--- src/rtl/ysyx_22041207_axi_rd_bridge.sv ---
// Single-outstanding read bridge: one upstream read request becomes one single-beat AXI4 AR/R
// transaction, and the result comes back byte-aligned and zero-extended.
module ysyx_22041207_axi_rd_bridge #(
    parameter int RW_DATA_WIDTH  = 64,
    parameter int RW_ADDR_WIDTH  = 64,
    parameter int AXI_DATA_WIDTH = 64,
    parameter int AXI_ADDR_WIDTH = 64,
    parameter int AXI_ID_WIDTH   = 4,
    parameter int AXI_USER_WIDTH = 1,
    parameter int AXI_ID         = 0
) (
    input  logic                      clk,
    input  logic                      rst_n,

    input  logic                      rw_valid_i,
    output logic                      rw_ready_o,
    input  logic [RW_ADDR_WIDTH-1:0]  rw_addr_i,
    input  logic [7:0]                rw_size_i,
    output logic [RW_DATA_WIDTH-1:0]  rw_data_o,
    output logic                      rw_data_valid_o,
    input  logic                      rw_data_ready_i,
    output logic                      rw_resp_err_o,

    output logic                      axi_ar_valid_o,
    input  logic                      axi_ar_ready_i,
    output logic [AXI_ADDR_WIDTH-1:0] axi_ar_addr_o,
    output logic [AXI_ID_WIDTH-1:0]   axi_ar_id_o,
    output logic [7:0]                axi_ar_len_o,
    output logic [2:0]                axi_ar_size_o,
    output logic [1:0]                axi_ar_burst_o,
    output logic [AXI_USER_WIDTH-1:0] axi_ar_user_o,

    input  logic                      axi_r_valid_i,
    output logic                      axi_r_ready_o,
    input  logic [AXI_DATA_WIDTH-1:0] axi_r_data_i,
    input  logic [1:0]                axi_r_resp_i,
    input  logic [AXI_ID_WIDTH-1:0]   axi_r_id_i,
    input  logic                      axi_r_last_i
);

    localparam int BYTES = AXI_DATA_WIDTH / 8;
    localparam int OFF_W = $clog2(BYTES);

    typedef enum logic [1:0] {IDLE, AR, R, DONE} state_t;

    state_t                    state_q, state_d;
    logic [RW_ADDR_WIDTH-1:0]  addr_q;
    logic [2:0]                size_q;
    logic [RW_DATA_WIDTH-1:0]  data_q;
    logic                      err_q;

    logic                      accept;
    logic                      beat;
    logic [2:0]                size_code;
    logic [OFF_W+2:0]          shamt;
    logic [AXI_DATA_WIDTH-1:0] shifted;
    logic [AXI_DATA_WIDTH-1:0] mask;
    logic [AXI_DATA_WIDTH-1:0] aligned;
    logic                      beat_err;
    logic                      unused_last;

    always_ff @(posedge clk) begin
        if (!rst_n) begin
            state_q <= IDLE;
        end else begin
            state_q <= state_d;
        end
    end

    always_comb begin
        state_d         = state_q;
        rw_ready_o      = 1'b0;
        axi_ar_valid_o  = 1'b0;
        axi_r_ready_o   = 1'b0;
        rw_data_valid_o = 1'b0;
        accept          = 1'b0;
        beat            = 1'b0;
        case (state_q)
            IDLE: begin
                rw_ready_o = 1'b1;
                if (rw_valid_i) begin
                    accept  = 1'b1;
                    state_d = AR;
                end
            end
            AR: begin
                axi_ar_valid_o = 1'b1;
                if (axi_ar_ready_i) begin
                    state_d = R;
                end
            end
            R: begin
                axi_r_ready_o = 1'b1;
                if (axi_r_valid_i) begin
                    beat    = 1'b1;
                    state_d = DONE;
                end
            end
            DONE: begin
                rw_data_valid_o = 1'b1;
                if (rw_data_ready_i) begin
                    state_d = IDLE;
                end
            end
            default: state_d = IDLE;
        endcase
    end

    // Unsupported byte counts fall back to a full 8-byte read.
    always_comb begin
        case (rw_size_i)
            8'd1:    size_code = 3'd0;
            8'd2:    size_code = 3'd1;
            8'd4:    size_code = 3'd2;
            default: size_code = 3'd3;
        endcase
    end

    always_comb begin
        shamt   = {addr_q[OFF_W-1:0], 3'b000};
        shifted = axi_r_data_i >> shamt;
        mask    = '0;
        for (int i = 0; i < BYTES; i++) begin
            mask[i*8 +: 8] = (i < (1 << size_q)) ? 8'hFF : 8'h00;
        end
        aligned  = shifted & mask;
        beat_err = (axi_r_resp_i != 2'b00) || (axi_r_id_i != AXI_ID_WIDTH'(AXI_ID));
    end

    always_ff @(posedge clk) begin
        if (!rst_n) begin
            addr_q <= '0;
            size_q <= '0;
            data_q <= '0;
            err_q  <= 1'b0;
        end else begin
            if (accept) begin
                addr_q <= rw_addr_i;
                size_q <= size_code;
            end
            if (beat) begin
                data_q <= RW_DATA_WIDTH'(aligned);
                err_q  <= beat_err;
            end
        end
    end

    assign axi_ar_addr_o  = AXI_ADDR_WIDTH'(addr_q);
    assign axi_ar_size_o  = size_q;
    assign axi_ar_id_o    = AXI_ID_WIDTH'(AXI_ID);
    assign axi_ar_len_o   = 8'd0;
    assign axi_ar_burst_o = 2'b01;
    assign axi_ar_user_o  = '0;
    assign rw_data_o      = data_q;
    assign rw_resp_err_o  = err_q;

    // RLAST carries no information for a single-beat read.
    assign unused_last = axi_r_last_i;

endmodule
--- config.mk ---
export PLATFORM = sky130hd
export DESIGN_NAME = ysyx_22041207_axi_rd_bridge
export DESIGN_NICKNAME = d
export VERILOG_FILES = /design/src/rtl/ysyx_22041207_axi_rd_bridge.sv
export SDC_FILE = /design/constraint.sdc
export NUM_CORES = 1
export LEC_CHECK = 0
export BUFFER_PORTS_ARGS = -buffer_cell sky130_fd_sc_hd__buf_4
export CORE_ASPECT_RATIO = 1.1
export CORE_UTILIZATION = 30
export CTS_BUF_LIST = sky130_fd_sc_hd__clkbuf_8 sky130_fd_sc_hd__clkbuf_16
export DETAILED_ROUTE_END_ITERATION = 8
export SLEW_MARGIN = 20
export SYNTH_ARGS = -nofsm -noshare
export SYNTH_HDL_FRONTEND = slang
export SYNTH_SLANG_ARGS = --single-unit
--- constraint.sdc ---
create_clock -name clk -period 1.7 [get_ports clk]
set_input_delay 0.34 -clock clk [delete_from_list [all_inputs] [get_ports clk]]
set_output_delay 0.34 -clock clk [all_outputs]
set_load 0.01 [all_outputs]
Word-level counts from Yosys, hierarchy flattened
Index checks and enable logic that the tools add are counted.
{"block": "totals", "elab_cells": 53, "register_bits": 134, "output_inout_bits": 151, "inputBits": 149}
{"block": "classes", "n_reduce_logical": 5, "bitwise": 1, "shifts": 2, "eq_ne": 10, "magnitude_cmp": 8, "n_mux": 22}
{"operator": "4-bit by 32-bit less-than comparator with 1-bit output (first input constant)", "count": 4}
{"operator": "64-bit AND", "count": 1}
{"operator": "3-bit by 32-bit less-than comparator with 1-bit output (first input constant)", "count": 2}
{"operator": "8-bit 2-to-1 mux", "count": 8}
{"operator": "64-bit by 6-bit >> shifter with 64-bit output", "count": 1}
{"operator": "1-bit by 32-bit less-than comparator with 1-bit output (first input constant)", "count": 1}
{"operator": "2-bit by 32-bit less-than comparator with 1-bit output (first input constant)", "count": 1}
{"operator": "1-bit by 3-bit << shifter with 32-bit output (first input constant)", "count": 1}
{"operator": "8-bit by 1-bit == test with 1-bit output (second input constant)", "count": 1}
{"operator": "8-bit by 2-bit == test with 1-bit output (second input constant)", "count": 1}
{"operator": "8-bit by 3-bit == test with 1-bit output (second input constant)", "count": 1}
{"operator": "1-bit 2-to-1 mux", "count": 8}
{"operator": "2-bit 2-to-1 mux", "count": 4}
{"operator": "2-bit inequality test (second input constant)", "count": 4}
{"operator": "2-bit one-hot mux with 4 select lines", "count": 1}
{"operator": "2-bit one-hot mux with 3 select lines", "count": 1}
{"operator": "2-bit == test (second input constant)", "count": 2}
{"operator": "4-bit AND reduction", "count": 1}
{"operator": "4-bit nonzero test", "count": 1}
{"operator": "2-bit by 1-bit == test with 1-bit output (second input constant)", "count": 1}
{"operator": "2-bit zero test", "count": 1}
{"operator": "2-bit nonzero test", "count": 1}
{"operator": "1-bit logical OR", "count": 1}

Logic depth before layout (Yosys ltp)
Gate-level depths: netlist of the first run.
{"block": "logic_depth", "word_depth": 4, "mapped_depth": 8, "ltp_nobuf": 6}

Least setup slack after synthesis of the first run
Ideal clock, no wire load.
{"block": "synth_timing", "path_kind": "reg2reg", "from": "register state_q[0]", "to": "register data_q[48], in the netlist rw_data_o[48]", "setup_ns": 0.059, "stages_incl_launch_ff": 8, "n_path_buf": 1, "required_ns": 1.641, "slack_ns": -0.077, "arrival_ns": 1.717, "period_less_slack_ns": 1.777, "path_cell_list": "dfxtp_1 > inv_1 > ha_1 > nand2_2 > or4b_1 > buf_2 > o21ai_1 > and2_1"}
{"block": "synth_between", "elab_chain_cells": 2}
{"item": "start: declaration", "line": "46", "source": "state_t state_q, state_d;"}
{"item": "start signal: assignment", "line": "66", "source": "state_q <= state_d;"}
{"item": "2-bit == test", "line": "78", "source": "case (state_q)"}
{"item": "1-bit 2-to-1 mux", "line": "78"}
{"item": "end signal: assignment", "line": "142", "source": "data_q <= RW_DATA_WIDTH'(aligned);"}
{"item": "end: declaration", "line": "49", "source": "logic [RW_DATA_WIDTH-1:0] data_q;"}
Every way passes these cells.
A chain may end at the register's enable or synchronous reset.

Worst setup path in the final report of the first run
{"block": "layout_timing", "from": "register addr_q[0], in the netlist axi_ar_addr_o[0]", "to": "register data_q[20], in the netlist rw_data_o[20]"}
{"block": "layout_between", "elab_chain_cells": 2}
{"item": "start: declaration", "line": "47", "source": "logic [RW_ADDR_WIDTH-1:0] addr_q;"}
{"item": "start signal: assignment", "line": "138", "source": "addr_q <= rw_addr_i;"}
{"item": "64-bit by 6-bit >> shifter with 64-bit output", "line": "121", "source": "shifted = axi_r_data_i >> shamt;"}
{"item": "64-bit AND", "line": "126", "source": "aligned = shifted & mask;"}
Every way passes these cells.

==> results of run 1 <==
==> layout make-up <==
cell class / count / area share
sequential: 133 / 0.269
timing repair buffer: 328 / 0.263
clock buffer: 17 / 0.0428
tap: 290 / 0.0365
clock inverter: 15 / 0.0162
multi-input combinational: 526 / 0.371
inverter: 5 / 0.00189
antenna: 1 / 0.000252
==> timing repair <==
item / in CTS / in global routing
gates cloned: 0 / 1
setup endpoints to repair: 10 / 41
gates resized for setup: 4 / 10
setup buffers: 2 / 1
==> cell usage in the layout, fill, tap and decap left out, types with 6 or more instances in the layout <==
master     count
a22oi_1       32
mux2_2        10
nor2b_1       28
clkbuf_16     18
a222oi_1       7
buf_4        315
o21ai_0       20
inv_6          6
nand2_1      163
a21boi_0      66
o2bb2ai_1      8
o21ai_1        8
nor3b_1        7
mux4_2        21
a21oi_1       22
buf_12        10
conb_1        16
mux2i_1       57
and2_1        11
dfxtp_1      130
==> worst register-to-register path: stages, from the launching register on <==
cell and delay (ps):
dfxtp_4 450, buf_12 180, mux4_2 520, a222oi_1 300
nor3b_1 110
==> flip-flops by register name, indices dropped and copies added, names as in the netlist <==
signal / cells
axi_ar_addr_o: 64
rw_data_o: 64
axi_ar_size_o: 2
state_q: 2
rw_resp_err_o: 1
==> kinds of logic after synthesis <==
kind of cell | synth area share
AOI/OAI and AO/OA | 0.185
DFF | 0.400
other | 0.00113
and+or+nand+nor | 0.166
buffers and inverters | 0.0625
muxes | 0.174
xor gates and xnor gates | 0.00263
adders and majority gates | 0.00939
==> power by group through the flow <==
stage	sequential, mW	combinational [mW]	clock, mW
2_1_floorplan	3.98	2.11	0
3_3_place_gp	3.84	4.10	0
3_5_place_dp	3.86	4.12	0
4_1_cts	3.79	4.19	3.81
5_1_grt	3.85	4.61	3.95
6_report	3.80	4.24	3.71
==> stage by stage <==
step | util | instance area [sq um]
2_1_floorplan | - | 6720
3_3_place_gp | 0.429 | 9250
3_5_place_dp | 0.429 | 9250
4_1_cts | 0.457 | 9870
5_1_grt | 0.461 | 9940
6_report | 0.461 | 9940
==> per-layer routing <==
| layer | up-vias | track usage | wire (um) |
|---|---|---|---|
| li1 | 3100 | - | - |
| met1 | 3010 | 0.233 | 9210 |
| met2 | 278 | 0.347 | 11300 |
| met3 | 24 | 0.0731 | 2210 |
| met4 | 0 | 0.0699 | 480 |
| met5 | - | 0 | 0 |
==> final timing paths <==
path	end	startpoint	slack (ps)
worst max-delay path	rw_data_o[20]	axi_ar_addr_o[0]	30
worst min-delay path	axi_ar_addr_o[44]	rw_addr_i[44]	170
worst max register to register	rw_data_o[20]	axi_ar_addr_o[0]	30
worst min register to register	rw_data_o[15]	rw_data_o[15]	440
==> impl_results.md, run 1 <==
- Synth unique cells: 44
- Dpl cells: 1278
- DR WL/cell: 17.7 um
- Top_reg_cell synth: dfxtp_1
- Top-area cell type share of the netlist area: 0.400
- FFs w/ async S/R, synth: 0
- Synth Register Bits: 133
- Vias in the first global route: 6250
- Leading area contributor after synthesis: dfxtp_1
- CP Launch Type: flop
- Clk pwr share: 0.316
- Routed WL: 23200 um
- Nets@finish: 1165
- Initial antenna violation count: 0
- Starting density of the core: 0.309
- Most frequent cell after synthesis: nand2_1
- Ports: 300
- Fill count: 2163
- Sw Share: 0.349
- Worst reg-to-reg path cell count: 4
- Number of synthesized flops with an enable pin: 0
- Top delay family on crit path: multiplexers
- Crit path capture type: flop
- Final weighted congestion in routability-driven placement: 0.828
- Hold_ws: 166 ps
- CTS H-tree depth: 4
- First-pass GRT wire length: 34900 um
- Largest cells by area after synthesis: dfxtp_1, nand2_1, mux2i_1
- Clock Sinks: 133
- Switch Pwr: 4.10 mW
- Slew Limit Fails: 0
- Final Critical Period: 1670 ps
- Synthesis-to-finish area growth: 49.2%
- Largest net degree at the start of global routing: 107
- Static leakage: 4.21 nW
- Internal Power: 7.65 mW
- DRT Pass-1 Iters: 7
- Site Rows: 56
- Kind of critical path: flop to flop
- CTS Buffer Depth: 2
- Post-route clock period utilization: 0.984
- CP arrival: 1970 ps
- Final HPWL DP: 17100 um
- Vias: 6412
- Worst VDD drop: 0.777 mV
- CTS tree: built
- Highest Clock Rate: 0.598 GHz
- Die area: 0.0228 sq mm
- Power per cell area: 1180 mW/mm^2
- Synth Instances: 725
- Finish-stage setup viols: 0
- Post-place setup slack: -19.1 ps
- Final clock skew: 13.7 ps
- Residual DRC: 0
- CP Buf/Inv Count: 1
- Crit path depth: 4
- Hold path cells: 3
- Register area: 0.00267 sq mm
- Skew-Pair Late Insertion Delay: 430 ps
- Worst path required time: 2000 ps
- Syn_area_per_cell: 9.19 sq um
- Total GRT Usage: 0.203
- Max FO, Critical Path: 11
- Final hold vios: 0
- YS warnings: 0
- Initial DRC count: 359
- Non-Filler Instances: 1315
- Worst Setup Slack, final: 27.9 ps
- Run status: finished, final reports clean
- Sequential Power Share: 0.323
- Crit-path cells: buf_12 -> mux4_2 -> a222oi_1 -> nor3b_1
- Layout cell share with drive strength beyond 1: 0.399
- Final setup TNS: 0 ps
- Final ANT Viol Nets: 0
- Reg clk slew, reported paths: 70 ps
- CTS Buf Count: 17
- Die width: 144 um
- Placeable core region: 0.0216 sq mm
- Area of the multi-input gates: 0.00369 sq mm
- Gr ovfl total: 0
- Max Cap Viol: 0
- Sequential share of the synthesized area: 0.400
- Post-DR vias/cell: 4.88
- Worst hold path class: input port to flop
- Mapped Area: 0.00666 sq mm
- CTS Root Cell: clkbuf_16
- Hold buffers post-CTS: 0
- Port Buffers: 282
- Die Ht: 158 um
- Tot Pwr: 11.7 mW
- CP max-delay cell: mux4_2
- Most frequent cells after synthesis: nand2_1, dfxtp_1, a21boi_0
- Crit path largest cell delay: 520 ps
- Comb power frac: 0.361
Power figures use the tool's default switching activity.
==> run 2: changes to the inputs <==
Settings changed: CELL_PAD_IN_SITES_DETAIL_PLACEMENT from default to 0, CELL_PAD_IN_SITES_GLOBAL_PLACEMENT from default to 2, CORE_UTILIZATION 30 to 24, PLACE_DENSITY_LB_ADDON from default to 0.1.
==> run 2 against run 1 <==
Via count rose by 2.2%. Setup slack got worse by 25 ps. Count of clock-buffer cells in the layout stayed put. Largest cell class unchanged. Critical path type unchanged. Global-route usage shrank 1.9 points. First-iteration DRC count decreased by 5.8%. Largest power group unchanged.
==> impl_results.md, run 2 (synthesis gave the netlist of run 1 again) <==
- Non-Filler Instances: 1427
- Clock Sinks: 133
- Skew-Pair Late Insertion Delay: 420 ps
- Worst VDD drop: 0.615 mV
- Die Ht: 177 um
- CP Launch Type: flop
- Reg-to-reg startpoint: state_q[1]
- Tot Pwr: 12.3 mW
- Die width: 161 um
- CP Buf/Inv Count: 2
- Layout cell share with drive strength beyond 1: 0.436
- Total GRT Usage: 0.184
- Worst path required time: 2060 ps
- Synthesis-to-finish area growth: 57.1%
- Crit path largest cell delay: 520 ps
- DR WL/cell: 18.6 um
- RSZ-0062 raised after global routing: yes
- N_diodes: 0
- Top delay family on crit path: simple AND/OR/NAND/NOR gates
- Largest net degree at the start of global routing: 86
- Final weighted congestion in routability-driven placement: 0.798
- Placeable core region: 0.0271 sq mm
- CTS H-tree depth: 4
- Dpl cells: 1383
- Finish-stage setup viols: 0
- Port Buffers: 282
- Nets@finish: 1211
- Reg2reg setup slack: 3 ps
- Crit path capture type: flop
- Post-DR vias/cell: 4.59
- Starting density of the core: 0.246
- Register area: 0.00267 sq mm
- Ports: 300
- Highest Clock Rate: 0.589 GHz
- CTS tree: built
- Vias: 6551
- DRT Pass-1 Iters: 5
- Run status: finished, final reports clean
- Max FO, Critical Path: 8
- Power per cell area: 1180 mW/mm^2
- Vias in the first global route: 6523
- Gr ovfl total: 0
- Routed WL: 26600 um
- CP arrival: 2050 ps
- Worst hold path class: input port to flop
- WHS Endpoint: axi_ar_addr_o[47]
- Area of the multi-input gates: 0.00376 sq mm
- First-pass GRT wire length: 39500 um
- Post-route clock period utilization: 0.998
- Die area: 0.0284 sq mm
- Max Cap Viol: 0
- Kind of critical path: flop to flop
- Worst reg-to-reg path cell count: 7
- Crit-path cells: ha_4 -> buf_6 -> nand2_2 -> or4b_4 -> buf_8 -> o21ai_1 -> and2_1
- Initial antenna violation count: 0
- Reg clk slew, reported paths: 70 ps
- Residual DRC: 0
- Commonest cells after routing, fill and taps aside: buf_4, nand2_1, dfxtp_1, a21boi_0, mux2i_1
- Commonest non-fill, non-tap cell in the layout: buf_4
- Initial DRC count: 338
- Slew Limit Fails: 0
- Final Critical Period: 1700 ps
- Final clock skew: 16.1 ps
- Final HPWL DP: 19900 um
- RR Endpoint: rw_data_o[52]
- Site Rows: 63
- CP max-delay cell: or4b_4
- CTS Buf Count: 17
- Hold buffers post-CTS: 0
- CTS Buffer Depth: 2
- Final ANT Viol Nets: 0
- Static leakage: 4.45 nW
- CTS Root Cell: clkbuf_16
- Hold path cells: 3
- Worst hold start: rw_addr_i[47]
- Final hold vios: 0
- Fill count: 2825
## run 2: per-layer routing
layer,up-vias,global-route usage,routed length [um]
met5,-,0,0
met4,0,0.0570,539
met3,26,0.0579,2140
met2,243,0.303,12600
met1,3096,0.227,11300
li1,3186,-,-
## run 2: layout make-up
cell class              count  area share
clock inverters            15      0.0141
clock buffers              17      0.0407
flip-flops and latches    133       0.255
well taps                 357      0.0427
inverters                   5     0.00179
repair buffers            374       0.286
multi-input cells         526       0.359
## run 2: worst min-delay path, delay by kind of cell
kind / cells / cell delay, ps
and+or+nand+nor: 1 / 40
AOI/OAI and AO/OA: 1 / 60
buffers and inverters: 1 / 110
## run 2: what timing repair did
| action | 4_1_cts | 5_1_grt |
|---|---|---|
| pin swaps | 3 | 6 |
| gates resized for setup | 20 | 25 |
| endpoints found under the setup margin | 27 | 65 |
| setup buffers | 6 | 9 |
| gates cloned | 1 | 0 |
## run 2: stage by stage
step | worst slack, ps | setup TNS (ps) | instance area (sq um) | hold slack, ps | utilization
2_1_floorplan | 0.510 | 0 | 6720 | 463 | -
3_3_place_gp | -147 | -954 | 9620 | 439 | 0.355
3_5_place_dp | -169 | -1690 | 9620 | 435 | 0.355
4_1_cts | -5.92 | -20.1 | 10300 | 151 | 0.381
5_1_grt | -82.7 | -749 | 10500 | 161 | 0.386
6_report | 3.20 | 0 | 10500 | 167 | 0.386
## run 2: worst max-delay path by stage
stage,from,slack [ps],end,cells after the start
after CTS,state_q[0],-6,rw_data_o[52],8
after global placement,axi_ar_addr_o[1],-150,rw_data_o[4],5
after floorplan,state_q[0],0.5,axi_ar_addr_o[47],8
after detailed placement,axi_ar_addr_o[1],-170,rw_data_o[4],5
final,state_q[1],3,rw_data_o[52],7
after global routing,state_q[0],-80,state_q[1],8
## run 2: where the power goes
part | leakage, nW | switching, mW | internal (mW)
combinational | 3.08 | 2.43 | 2.41
clock | 0.284 | 1.60 | 2.05
sequential | 1.08 | 0.270 | 3.53
total | 4.45 | 4.31 | 7.99
==> run 3: changes to the inputs <==
Settings changed: ABC_AREA from default to 1, CORE_UTILIZATION 24 to 25.
Clock period 1.7 ns to 2 ns, I/O delays scaled along.
==> run 3 against run 2 <==
Flip-flop and latch count is the same. Sequential share of layout area is 2.0 points higher. Final cell count increased by 16%. Combinational power fell by 5.2%. Setup slack better by 180 ps. Critical path depth up 1.
==> impl_results.md, run 3 <==
- Run status: finished, final reports clean
- Max_slew headroom: 0.532
- Hold path cells: 3
- Hold buffers post-CTS: 0
- Final clock skew: 12.6 ps
- DRT Pass-1 Iters: 4
- Highest metal used: met4
- Max FO, Critical Path: 37
- Post-DR vias/cell: 4.46
- Post-route clock period utilization: 0.907
- Slew Limit Fails: 0
- Site Rows: 62
- Post-CTS sizing: 0
- Skew-Pair Late Insertion Delay: 420 ps
- Number of synthesized flops with an enable pin: 0
- Worst Tran Pin Value: 699 ps
- Placeable core region: 0.0261 sq mm
- Leading area contributor after synthesis: dfxtp_1
- Reg clk slew, reported paths: 70 ps
- Highest Clock Rate: 0.551 GHz
- Final hold vios: 0
- Largest net degree at the start of global routing: 64
- Vias in the first global route: 7402
- DR WL/cell: 16.6 um
- Power per cell area: 1160 mW/mm^2
- Sequential share of the synthesized area: 0.403
- Most frequent cell after synthesis: nand2_1
- CP Launch Type: flop
- Vias: 7388
- Starting density of the core: 0.253
- YS warnings: 0
- Final HPWL DP: 20400 um
- Layout cell share with drive strength beyond 1: 0.272
- Clock Sinks: 133
- Residual DRC: 0
- Setup Fix Bufs, Post-CTS: 0
- Max Cap Viol: 0
- Commonest non-fill, non-tap cell in the layout: buf_4
- Final Critical Period: 1810 ps
- Mapped Area: 0.00661 sq mm
- Wire length on met2: 13300 um
- Synthesis-to-finish area growth: 46.4%
- Synth Register Bits: 133
- Worst path required time: 2290 ps
- Top-area cell type share of the netlist area: 0.403
- Kind of critical path: flop to flop
- Ports: 300
- CP arrival: 2100 ps
- DRT met1 WL: 11400 um
- Die width: 157 um
- Most frequent cells after synthesis: nand2_1, nand3_1, dfxtp_1, nor2_1, a21oi_1
- Synth unique cells: 23
- CTS Buf Count: 17
- Top_reg_cell synth: dfxtp_1
- Final ANT Viol Nets: 0
- Worst hold path class: input port to flop
- Worst reg-to-reg path cell count: 8
- Die Ht: 172 um
- Static leakage: 4.70 nW
- Initial antenna violation count: 1
- Die area: 0.0271 sq mm
- Syn_area_per_cell: 6.41 sq um
- CTS Buffer Depth: 2
- Largest cells by area after synthesis: dfxtp_1, nand2_1, nand3_1
- Worst VDD drop: 0.477 mV
- Met3 WL: 2150 um
- First-pass GRT wire length: 41300 um
- Total GRT Usage: 0.204
- FFs w/ async S/R, synth: 0
- Routed WL: 27400 um
- CTS tree: built
- RSZ-0062 raised after global routing: no
- Fill count: 2918
- Commonest cells after routing, fill and taps aside: buf_4, nand2_1, nand3_1, nor2_1, dfxtp_1
- Synth Instances: 1030
- Initial DRC count: 296
- Crit path capture type: flop
- Final setup TNS: 0 ps
- Final weighted congestion in routability-driven placement: 0.843
- Finish-stage setup viols: 0
- Gr ovfl total: 0
- Port Buffers: 282
- Nets@finish: 1443
- CTS H-tree depth: 4
- Hold_ws: 224 ps
- CTS Root Cell: clkbuf_16
- Reg2reg setup slack: 190 ps
[run 3: changes by cell type in the layout (fill, tap and decap cells not counted), moves of 53 or more]
cell	previous run	this run
nand3_1	4	147
nand2_1	163	304
nor2_1	3	133
a21boi_0	66	0
a21oi_1	21	78
o21ai_0	19	72
[run 3: logic make-up (layout without fill, tap and decap cells)]
kind of cell | Yosys count | count (layout) | share of synthesized area
other | 2 | 17 | 0.00114
adder cells (fa/ha/maj) | 5 | 5 | 0.00947
AND/OR/NAND/NOR | 594 | 594 | 0.370
buffers and inverters | 143 | 401 | 0.100
AO/OA/AOI/OAI | 153 | 153 | 0.116
flip-flops | 133 | 133 | 0.403
[run 3: cell type report]
class,count,area [sq um],share of cell area
repair buffers,311,2410,0.249
well taps,352,440,0.0455
diodes,1,2.50,0.000259
inverters,58,218,0.0225
multi-input cells,768,3340,0.345
clock inverters,14,164,0.0169
flip-flops and latches,133,2670,0.275
clock buffers,18,439,0.0454
[run 3: final timing paths]
kind / start / end
max reg2reg: state_q[0] / rw_data_o[15]
max: state_q[0] / rw_data_o[15]
min: rw_addr_i[14] / axi_ar_addr_o[14]
min reg2reg: rw_data_o[37] / rw_data_o[37]
[run 3: metal layers]
layer  global-route usage  vias up
li1                     -     3796
met1                0.236     3350
met2                0.354      219
met3               0.0689       23
met4               0.0639        0
met5                    0        -
[run 3: critical path: stages, from the launching register on]
cell	delay (ps)
dfxtp_1	370
inv_1	90
ha_1	240
nand2_2	150
buf_4	390
o21ai_1	100
buf_4	180
nand3_1	90
a21oi_1	60
[run 3: through the flow]
step,setup slack (ps),utilization,power (mW),area [sq um],instances
2_1_floorplan,456,-,6.02,6660,1044
3_3_place_gp,181,0.348,8.12,9070,1622
3_5_place_dp,133,0.348,8.11,9070,1622
4_1_cts,143,0.371,11.5,9670,1654
5_1_grt,6.74,0.371,12.1,9670,1654
6_report,187,0.371,11.3,9670,1655
[run 3: power by group]
part	switching [mW]	total [mW]	internal, mW
Sequential	0.259	3.36	3.10
Clock	1.40	3.31	1.91
Combinational	2.84	4.59	1.75
